[config.mk]
export PLATFORM = sky130hd
export DESIGN_NAME = id_ex_stage
export DESIGN_NICKNAME = d
export VERILOG_FILES = /design/src/rtl/id_ex_stage.sv
export SDC_FILE = /design/constraint.sdc
export NUM_CORES = 1
export LEC_CHECK = 0
export CAP_MARGIN = 10
export CORE_ASPECT_RATIO = 1.5
export CORE_MARGIN = 2
export CORE_UTILIZATION = 30
export CTS_BUF_LIST = sky130_fd_sc_hd__clkbuf_4
export DETAILED_ROUTE_END_ITERATION = 8
export MAX_ROUTING_LAYER = met4
export PLACE_DENSITY = 0.68
export SLEW_MARGIN = 15
export SYNTH_ARGS = -nofsm -noshare
export SYNTH_HDL_FRONTEND = slang
export SYNTH_SLANG_ARGS = --single-unit
export TNS_END_PERCENT = 100
[constraint.sdc]
create_clock -name clk -period 2.05 [get_ports clk]
set_clock_uncertainty 0.1 [all_clocks]
set_input_delay 0.41 -clock clk [delete_from_list [all_inputs] [get_ports clk]]
set_output_delay 0.41 -clock clk [all_outputs]
set_load 0.01 [all_outputs]
[src/rtl/id_ex_stage.sv]
// ID/EX pipeline register with load-use hazard stall (STALL_CYCLES bubbles) and branch flush; 1-cycle latency.
// stall holds PC and IF/ID upstream; optional write-back bypass compiled in with ID_EX_WB_BYPASS_EN.
module id_ex_stage #(
   parameter int STALL_CYCLES = 1
) (
   input  logic        clk,
   input  logic        rst,
   input  logic        id_valid,
   input  logic [4:0]  id_rs,
   input  logic [4:0]  id_rt,
   input  logic [4:0]  id_rd,
   input  logic        id_uses_rt,
   input  logic [31:0] id_imm,
   input  logic [31:0] id_op1,
   input  logic [31:0] id_op2,
   input  logic        id_reg_write,
   input  logic        id_mem_read,
   input  logic        id_mem_write,
   input  logic        id_mem_to_reg,
   input  logic        id_alu_src,
   input  logic        id_reg_dst,
   input  logic [3:0]  id_alu_op,
   input  logic        wb_en,
   input  logic [4:0]  wb_reg,
   input  logic [31:0] wb_data,
   input  logic        flush,
   output logic        stall,
   output logic        ex_valid,
   output logic [4:0]  ex_rs,
   output logic [4:0]  ex_rt,
   output logic [4:0]  ex_rd,
   output logic [31:0] ex_imm,
   output logic [31:0] ex_op1,
   output logic [31:0] ex_op2,
   output logic        ex_reg_write,
   output logic        ex_mem_read,
   output logic        ex_mem_write,
   output logic        ex_mem_to_reg,
   output logic        ex_alu_src,
   output logic        ex_reg_dst,
   output logic [3:0]  ex_alu_op
);

   typedef enum logic {RUN, STALL} state_t;

   localparam logic [2:0] CNT_INIT = 3'(STALL_CYCLES - 1);

   state_t      state, state_nxt;
   logic [2:0]  cnt, cnt_nxt;
   logic        haz;
   logic        bubble;
   logic [31:0] op1_dat, op2_dat;

   assign haz = ex_valid & ex_mem_read & id_valid & (ex_rt != 5'd0) &
                ((ex_rt == id_rs) | (id_uses_rt & (ex_rt == id_rt)));

   always_comb begin
      state_nxt = state;
      cnt_nxt   = cnt;
      stall     = 1'b0;
      bubble    = 1'b0;
      if (flush) begin
         bubble    = 1'b1;
         state_nxt = RUN;
         cnt_nxt   = 3'd0;
      end else if (state == STALL) begin
         stall   = 1'b1;
         bubble  = 1'b1;
         cnt_nxt = cnt - 3'd1;
         if (cnt == 3'd1) state_nxt = RUN;
      end else if (haz) begin
         stall  = 1'b1;
         bubble = 1'b1;
         if (STALL_CYCLES > 1) begin
            state_nxt = STALL;
            cnt_nxt   = CNT_INIT;
         end
      end
      // reset dominates: never request a hold while the pipeline is being cleared
      if (rst) stall = 1'b0;
   end

`ifdef ID_EX_WB_BYPASS_EN
   // a register written back this cycle is not yet visible in the register file read data
   assign op1_dat = (wb_en && wb_reg != 5'd0 && wb_reg == id_rs) ? wb_data : id_op1;
   assign op2_dat = (wb_en && wb_reg != 5'd0 && wb_reg == id_rt) ? wb_data : id_op2;
`else
   logic unused_wb;
   assign unused_wb = ^{wb_en, wb_reg, wb_data};
   assign op1_dat   = id_op1;
   assign op2_dat   = id_op2;
`endif

   always_ff @(posedge clk) begin
      if (rst) begin
         state <= RUN;
         cnt   <= 3'd0;
      end else begin
         state <= state_nxt;
         cnt   <= cnt_nxt;
      end
   end

   always_ff @(posedge clk) begin
      if (rst || bubble) begin
         ex_valid      <= 1'b0;
         ex_rs         <= 5'd0;
         ex_rt         <= 5'd0;
         ex_rd         <= 5'd0;
         ex_imm        <= 32'd0;
         ex_op1        <= 32'd0;
         ex_op2        <= 32'd0;
         ex_reg_write  <= 1'b0;
         ex_mem_read   <= 1'b0;
         ex_mem_write  <= 1'b0;
         ex_mem_to_reg <= 1'b0;
         ex_alu_src    <= 1'b0;
         ex_reg_dst    <= 1'b0;
         ex_alu_op     <= 4'd0;
      end else begin
         ex_valid      <= id_valid;
         ex_rs         <= id_rs;
         ex_rt         <= id_rt;
         ex_rd         <= id_rd;
         ex_imm        <= id_imm;
         ex_op1        <= op1_dat;
         ex_op2        <= op2_dat;
         ex_reg_write  <= id_reg_write  & id_valid;
         ex_mem_read   <= id_mem_read   & id_valid;
         ex_mem_write  <= id_mem_write  & id_valid;
         ex_mem_to_reg <= id_mem_to_reg & id_valid;
         ex_alu_src    <= id_alu_src    & id_valid;
         ex_reg_dst    <= id_reg_dst    & id_valid;
         ex_alu_op     <= id_valid ? id_alu_op : 4'd0;
      end
   end

endmodule

==> results.yml, run 1 <==
yosys:
  synth_area_mm2: 0.00449
  ys_ff_latch: 126
  post_synth_num_cell_types: 23
  seq_area_frac_synth_pct: 56.1
  syn_area_per_cell_um2: 9.83
  syn_inst: 457
  syn_nets: 623
  ys.warnings.count: 0
timing:
  rsz0062_at_grt: "true"
  worst_slack_ps: -118
  finalSetupViolations: 74
  timing.setup.tns_ps: -3070
  period_needed_ps: 2170
  slew_headroom_pct: 63.8
  slew_violations: 0
  tightest_slew_ps: 542
  finalCritPeriodShare_pct: 106
  fmax_mhz: 461
  hold_viol: 0
drt:
  dr.pass1.iters: 7
  postRouteAntennaNets: 0
  wl_mm: 14.3
  route.detailed.drc: 0
  via_count: 4252
  drtIter0Drc: 172
  wire_per_inst_um: 15.9
  routed_via_density: 4.73
die:
  core_mm2: 0.0146
  start_util_pct: 30.8
  fp-row-count: 54
  die_h_um: 154
  die_w_um: 104
  die-area_mm2: 0.0160
  ios: 287
power_and_ir_drop:
  clockPowerShare_pct: 41.1
  share_seq_of_total_power_pct: 46.0
  power_mw: 5.58
  power_density_mw_per_mm2: 728
  power.switching_mw: 1.25
  comb_power_share_pct: 12.8
  peakVddDrop_mv: 0.460
  power_leakage_nw: 2.88
  swShare_pct: 22.5
  power.internal_mw: 4.32
worst_setup_path:
  worstPathArrival_ps: 1660
  startpoint_type: "input port"
  required_ps: 1540
  worst_path_max_delay_cell: "clkdlybuf4s50_1"
  crit_path_max_fanout: 2
  crit_path_cell_trace: "clkdlybuf4s50_1 -> xnor2_2 -> nand3_2 -> o22ai_4 -> a31o_2 -> buf_6"
  max_stage_delay_ps: 520
  critPathCaptureType: "primary output"
  critPathKind: "input port to primary output"
clocking:
  cts_buffer_depth: 2
  cts_tree: "yes"
  numClockSinks: 126
  cts_buffers: 17
  postCtsHoldBufs: 0
  ctsHtreeMaxLevel: 4
  clk_latency_ps: 480
  clockRootBuffer: "clkbuf_4"
  cts.clk_slew.worst_paths_ps: 110
final_layout:
  final_cell_mix: "clkdlybuf4s50_1, a21oi_1, dfxtp_1"
  top_regs: "ex_imm x32, ex_op1 x32, ex_op2 x32"
  mostFrequentLayoutCell: "clkdlybuf4s50_1"
  fin_cells: 899
  area_growth_pct: 70.5
  nFillCells: 1360
  fin_nets: 857
  drive_gt1_share_pct: 9.96
  diodes: 0
placement:
  port_buffers: 248
  place_congestion: 0.768
  dp.cells: 868
  dp_hpwl_mm: 9.75
global_routing:
  grt_pass1_vias: 4296
  grt_use_met2_pct: 30.5
  gr-usage-met3_pct: 4.87
  groute.usage.overall_pct: 17.8
  overflow: 0
  grt_max_degree: 79
  grt.busiest_layer: "met2"
  grt_first_pass_wirelength_mm: 22.1
  antenna_found_initial: 0
  use_met1_pct: 19.2
hold_path:
  hold_path_class: "input port to flip-flop"
outcome:
  status: "finished with violations"
  violations: "negative setup slack"
job:
  cap_violations: 0
path summary, 6_finish.rpt:
check             endpoint  startpoint  cells after the start  slack (ps)
hold reg to reg      state      cnt[2]                      2         390
hold / removal    ex_rs[2]    id_rs[2]                      3         170
setup / recovery     stall    id_rs[1]                      6        -120
setup reg to reg  ex_rt[1]    ex_rt[1]                      6         -30
cell usage after synthesis:
library cell / count / share of area [%]
buf_2: 16 / 1.8
nand2_1: 13 / 1.1
a21boi_0: 2 / 0.33
nor3b_1: 1 / 0.17
nand3b_1: 111 / 19
a211oi_1: 1 / 0.17
ha_1: 2 / 0.56
inv_1: 3 / 0.25
dfxtp_1: 126 / 56
a21oi_2: 1 / 0.19
o22ai_2: 1 / 0.28
xnor2_1: 12 / 2.3
or2_2: 1 / 0.14
buf_4: 5 / 0.84
buf_1: 4 / 0.33
nand4_1: 1 / 0.14
nor2_1: 5 / 0.42
and2_1: 1 / 0.14
clkbuf_1: 26 / 2.2
a31o_2: 1 / 0.19
nand3_1: 2 / 0.22
nor3_1: 1 / 0.11
a21oi_1: 121 / 13
layer usage:
layer	routed length (µm)	part of all wire (%)	vias up
met2	7310	51	189
met5	0	0	-
li1	-	-	2048
met3	875	6.1	28
met1	5610	39	1987
met4	465	3.3	0
power by group through the flow:
stage	combinational, mW	clock, mW	sequential (mW)
final	0.716	2.29	2.57
after CTS	0.720	2.38	2.57
after global placement	0.697	0	2.62
after global routing	0.762	2.47	2.58
after floorplan	0.169	0	2.67
after detailed placement	0.706	0	2.63
what timing repair did:
item | CTS | global route
pin swaps | 10 | 1
setup endpoints to repair | 98 | 86
buffers inserted | 0 | 0
resized for setup | 24 | 8
worst max-delay path: cells and delay by family:
kind	cells	cell delay (ps)
xor gates and xnor gates	1	140
and+or+nand+nor	1	120
AOI/OAI and AO/OA	2	370
buffers and inverters	2	620
layout make-up:
type | count | area [µm²] | share of cell area [%]
Multi-Input combinational cell | 277 | 1820 | 23.8
Timing Repair Buffer | 266 | 2650 | 34.6
Clock inverter | 14 | 264 | 3.45
Inverter | 3 | 11.3 | 0.147
Tap cell | 196 | 245 | 3.20
Sequential cell | 126 | 2540 | 33.2
Clock buffer | 17 | 128 | 1.67
metrics by stage:
step           setup WS [ps]  area (µm²)  util, %  hold WS (ps)
2_1_floorplan            308        4490        -           356
3_3_place_gp            -564        7160     49.1           365
3_5_place_dp            -575        7160     49.1           384
4_1_cts                 -127        7630     52.3           268
5_1_grt                 -186        7660     52.5           107
6_report                -118        7660     52.5           169
kinds of logic (layout without fill, tap and decap cells):
kind of cell | count (synthesis) | count (layout) | share of synthesized area (%)
buffers and inverters | 54 | 300 | 5.37
adder cells (fa/ha/maj) | 2 | 2 | 0.557
flip-flops | 126 | 126 | 56.1
AO/OA/AOI/OAI | 127 | 127 | 14.6
XOR/XNOR | 12 | 12 | 2.34
AND/OR/NAND/NOR | 136 | 136 | 21.0
(Power assumes the default switching activity.)
==> run 2, diff against run 1 <==
--- a/config.mk
+++ b/config.mk
@@ -7,7 +7,6 @@
 export LEC_CHECK = 0
 export CAP_MARGIN = 10
 export CORE_ASPECT_RATIO = 1.5
-export CORE_MARGIN = 2
 export CORE_UTILIZATION = 30
 export CTS_BUF_LIST = sky130_fd_sc_hd__clkbuf_4
 export DETAILED_ROUTE_END_ITERATION = 8
@@ -17,4 +16,3 @@
 export SYNTH_ARGS = -nofsm -noshare
 export SYNTH_HDL_FRONTEND = slang
 export SYNTH_SLANG_ARGS = --single-unit
-export TNS_END_PERCENT = 100
==> run 2 against run 1 <==
Net effect:
- highest routed layer unchanged
- die area is 3.2% lower
- sequential cell count is the same
- largest power group unchanged
- combinational power about the same
- sequential share of layout area rose by 0.18 points
- sequential power about the same
- largest cell class unchanged
- hold slack better by 150 ps
- final cell count grew 0.22%
- the run still ends with negative setup slack left
==> results.yml, run 2 (synthesis results as in run 1) <==
final_layout:
  final_area_mm2: 0.00762
  area_growth_pct: 69.5
  fin_nets: 858
  mostFrequentLayoutCell: "clkdlybuf4s50_1"
  final_cell_mix: "clkdlybuf4s50_1, a21oi_1, dfxtp_1"
  post-route-util_pct: 52.2
  diodes: 0
  drive_gt1_share_pct: 10.2
  top_regs: "ex_imm x32, ex_op1 x32, ex_op2 x32"
  fin_cells: 901
worst_setup_path:
  startpoint_type: "input port"
  crit_path_start: "id_rt[1]"
  critPathKind: "input port to primary output"
  required_ps: 1540
  r2r_slack_ps: -80
  crit_path_max_fanout: 2
  reg2reg_to: "ex_op2[11]"
  rr_worst_depth: 6
  critPathCaptureType: "primary output"
  r2r_start: "ex_rt[4]"
  worstPathArrival_ps: 1680
hold_path:
  holdPathStages: 3
  hold_path_class: "input port to flip-flop"
  hold_end: "ex_alu_src"
  min-delay-start: "id_alu_src"
outcome:
  status: "finished with violations"
  violations: "negative setup slack"
global_routing:
  overflow: 0
  grt_max_degree: 117
  groute.usage.overall_pct: 18.6
  grt_pass1_vias: 4278
  grt_first_pass_wirelength_mm: 21.6
  antenna_found_initial: 0
placement:
  dp_hpwl_mm: 9.20
  dpl_cell_area_mm2: 0.00716
  dp.cells: 868
  port_buffers: 248
  place_congestion: 0.770
  pre_cts_slack_ps: -569
clocking:
  clk_latency_ps: 500
  cts_buffer_depth: 2
  ctsHtreeMaxLevel: 4
  cts_buffers: 17
  numClockSinks: 126
  cts.clk_slew.worst_paths_ps: 120
  clockRootBuffer: "clkbuf_4"
  postCtsHoldBufs: 0
  cts_tree: "yes"
drt:
  wl_met1_mm: 5.40
  met3_wirelength_mm: 1.06
  wl_met2_mm: 7.15
  highest_layer: "met4"
  wl_mm: 14.0
  wire_per_inst_um: 15.6
  dr.pass1.iters: 4
  via_count: 4259
  postRouteAntennaNets: 0
  routed_via_density: 4.73
  route.detailed.drc: 0
  drtIter0Drc: 147
die:
  core_mm2: 0.0146
  die_h_um: 152
  die_w_um: 102
  start_util_pct: 30.8
  die-area_mm2: 0.0155
  fp-row-count: 54
  ios: 287
timing:
  worst_slack_ps: -142
  slew_headroom_pct: 40.6
  hold-worst-slack_ps: 322
  hold_viol: 0
  slew_violations: 0
  finalSetupViolations: 80
  period_needed_ps: 2190
  fmax_mhz: 456
  rsz0062_at_grt: "true"
  tightest_slew_ps: 892
  finalCritPeriodShare_pct: 107
power_and_ir_drop:
  peakVddDrop_mv: 0.416
  power_leakage_nw: 2.84
  power_density_mw_per_mm2: 704
job:
  cap_violations: 0
[run 2: cell count changes in the layout (fill, tap and decap cells not counted), moves of 2 or more]
| cell | change |
|---|---|
| inv_6 | -2 |
| dlymetal6s2s_1 | -2 |
| buf_6 | -2 |
| bufinv_16 | -2 |
| clkinv_4 | +3 |
| buf_4 | +3 |
[run 2: per-layer routing]
layer	vias to the layer above	GRT usage, %
met5	-	-
met4	0	7.96
li1	2062	-
met3	27	5.38
met2	199	31.6
met1	1971	19.7
[run 2: final cells by class]
cell class	count	area, µm²
clock inverter	14	218
fill	1361	6970
timing repair buffer	267	2640
multi-input combinational	277	1830
tap	196	245
sequential	126	2540
inverter	3	11.3
clock buffer	18	135
[run 2: worst max path at each step]
| stage | endpoint | slack, ps | depth (start not counted) |
|---|---|---|---|
| after global routing | stall | -210 | 5 |
| after global placement | stall | -540 | 6 |
| after detailed placement | ex_op2[11] | -570 | 7 |
| after CTS | stall | -140 | 5 |
| after floorplan | stall | 310 | 5 |
| final | stall | -140 | 6 |
[run 2: timing repair]
item	in CTS	in global routing
endpoints found under the setup margin	85	82
pin swaps	6	5
gates resized for setup	20	10
buffers inserted	2	0
endpoints found under the hold margin	0	0
gates cloned	0	0
[run 2: power by group]
group	total, mW	internal [mW]	switching, mW
logic	0.718	0.450	0.267
registers	2.57	2.54	0.0306
clock network	2.08	1.11	0.971
[run 2: critical path: stages]
cell	delay, ps
clkdlybuf4s50_1	540
xnor2_2	140
nand4_1	180
o22ai_4	150
a31o_4	170
buf_6	90
[run 2: metrics by stage]
step / power (mW) / TNS (ps)
2_1_floorplan: 2.84 / 0
3_3_place_gp: 3.32 / -44960
3_5_place_dp: 3.33 / -50760
4_1_cts: 5.42 / -217
5_1_grt: 5.60 / -9730
6_report: 5.36 / -5900
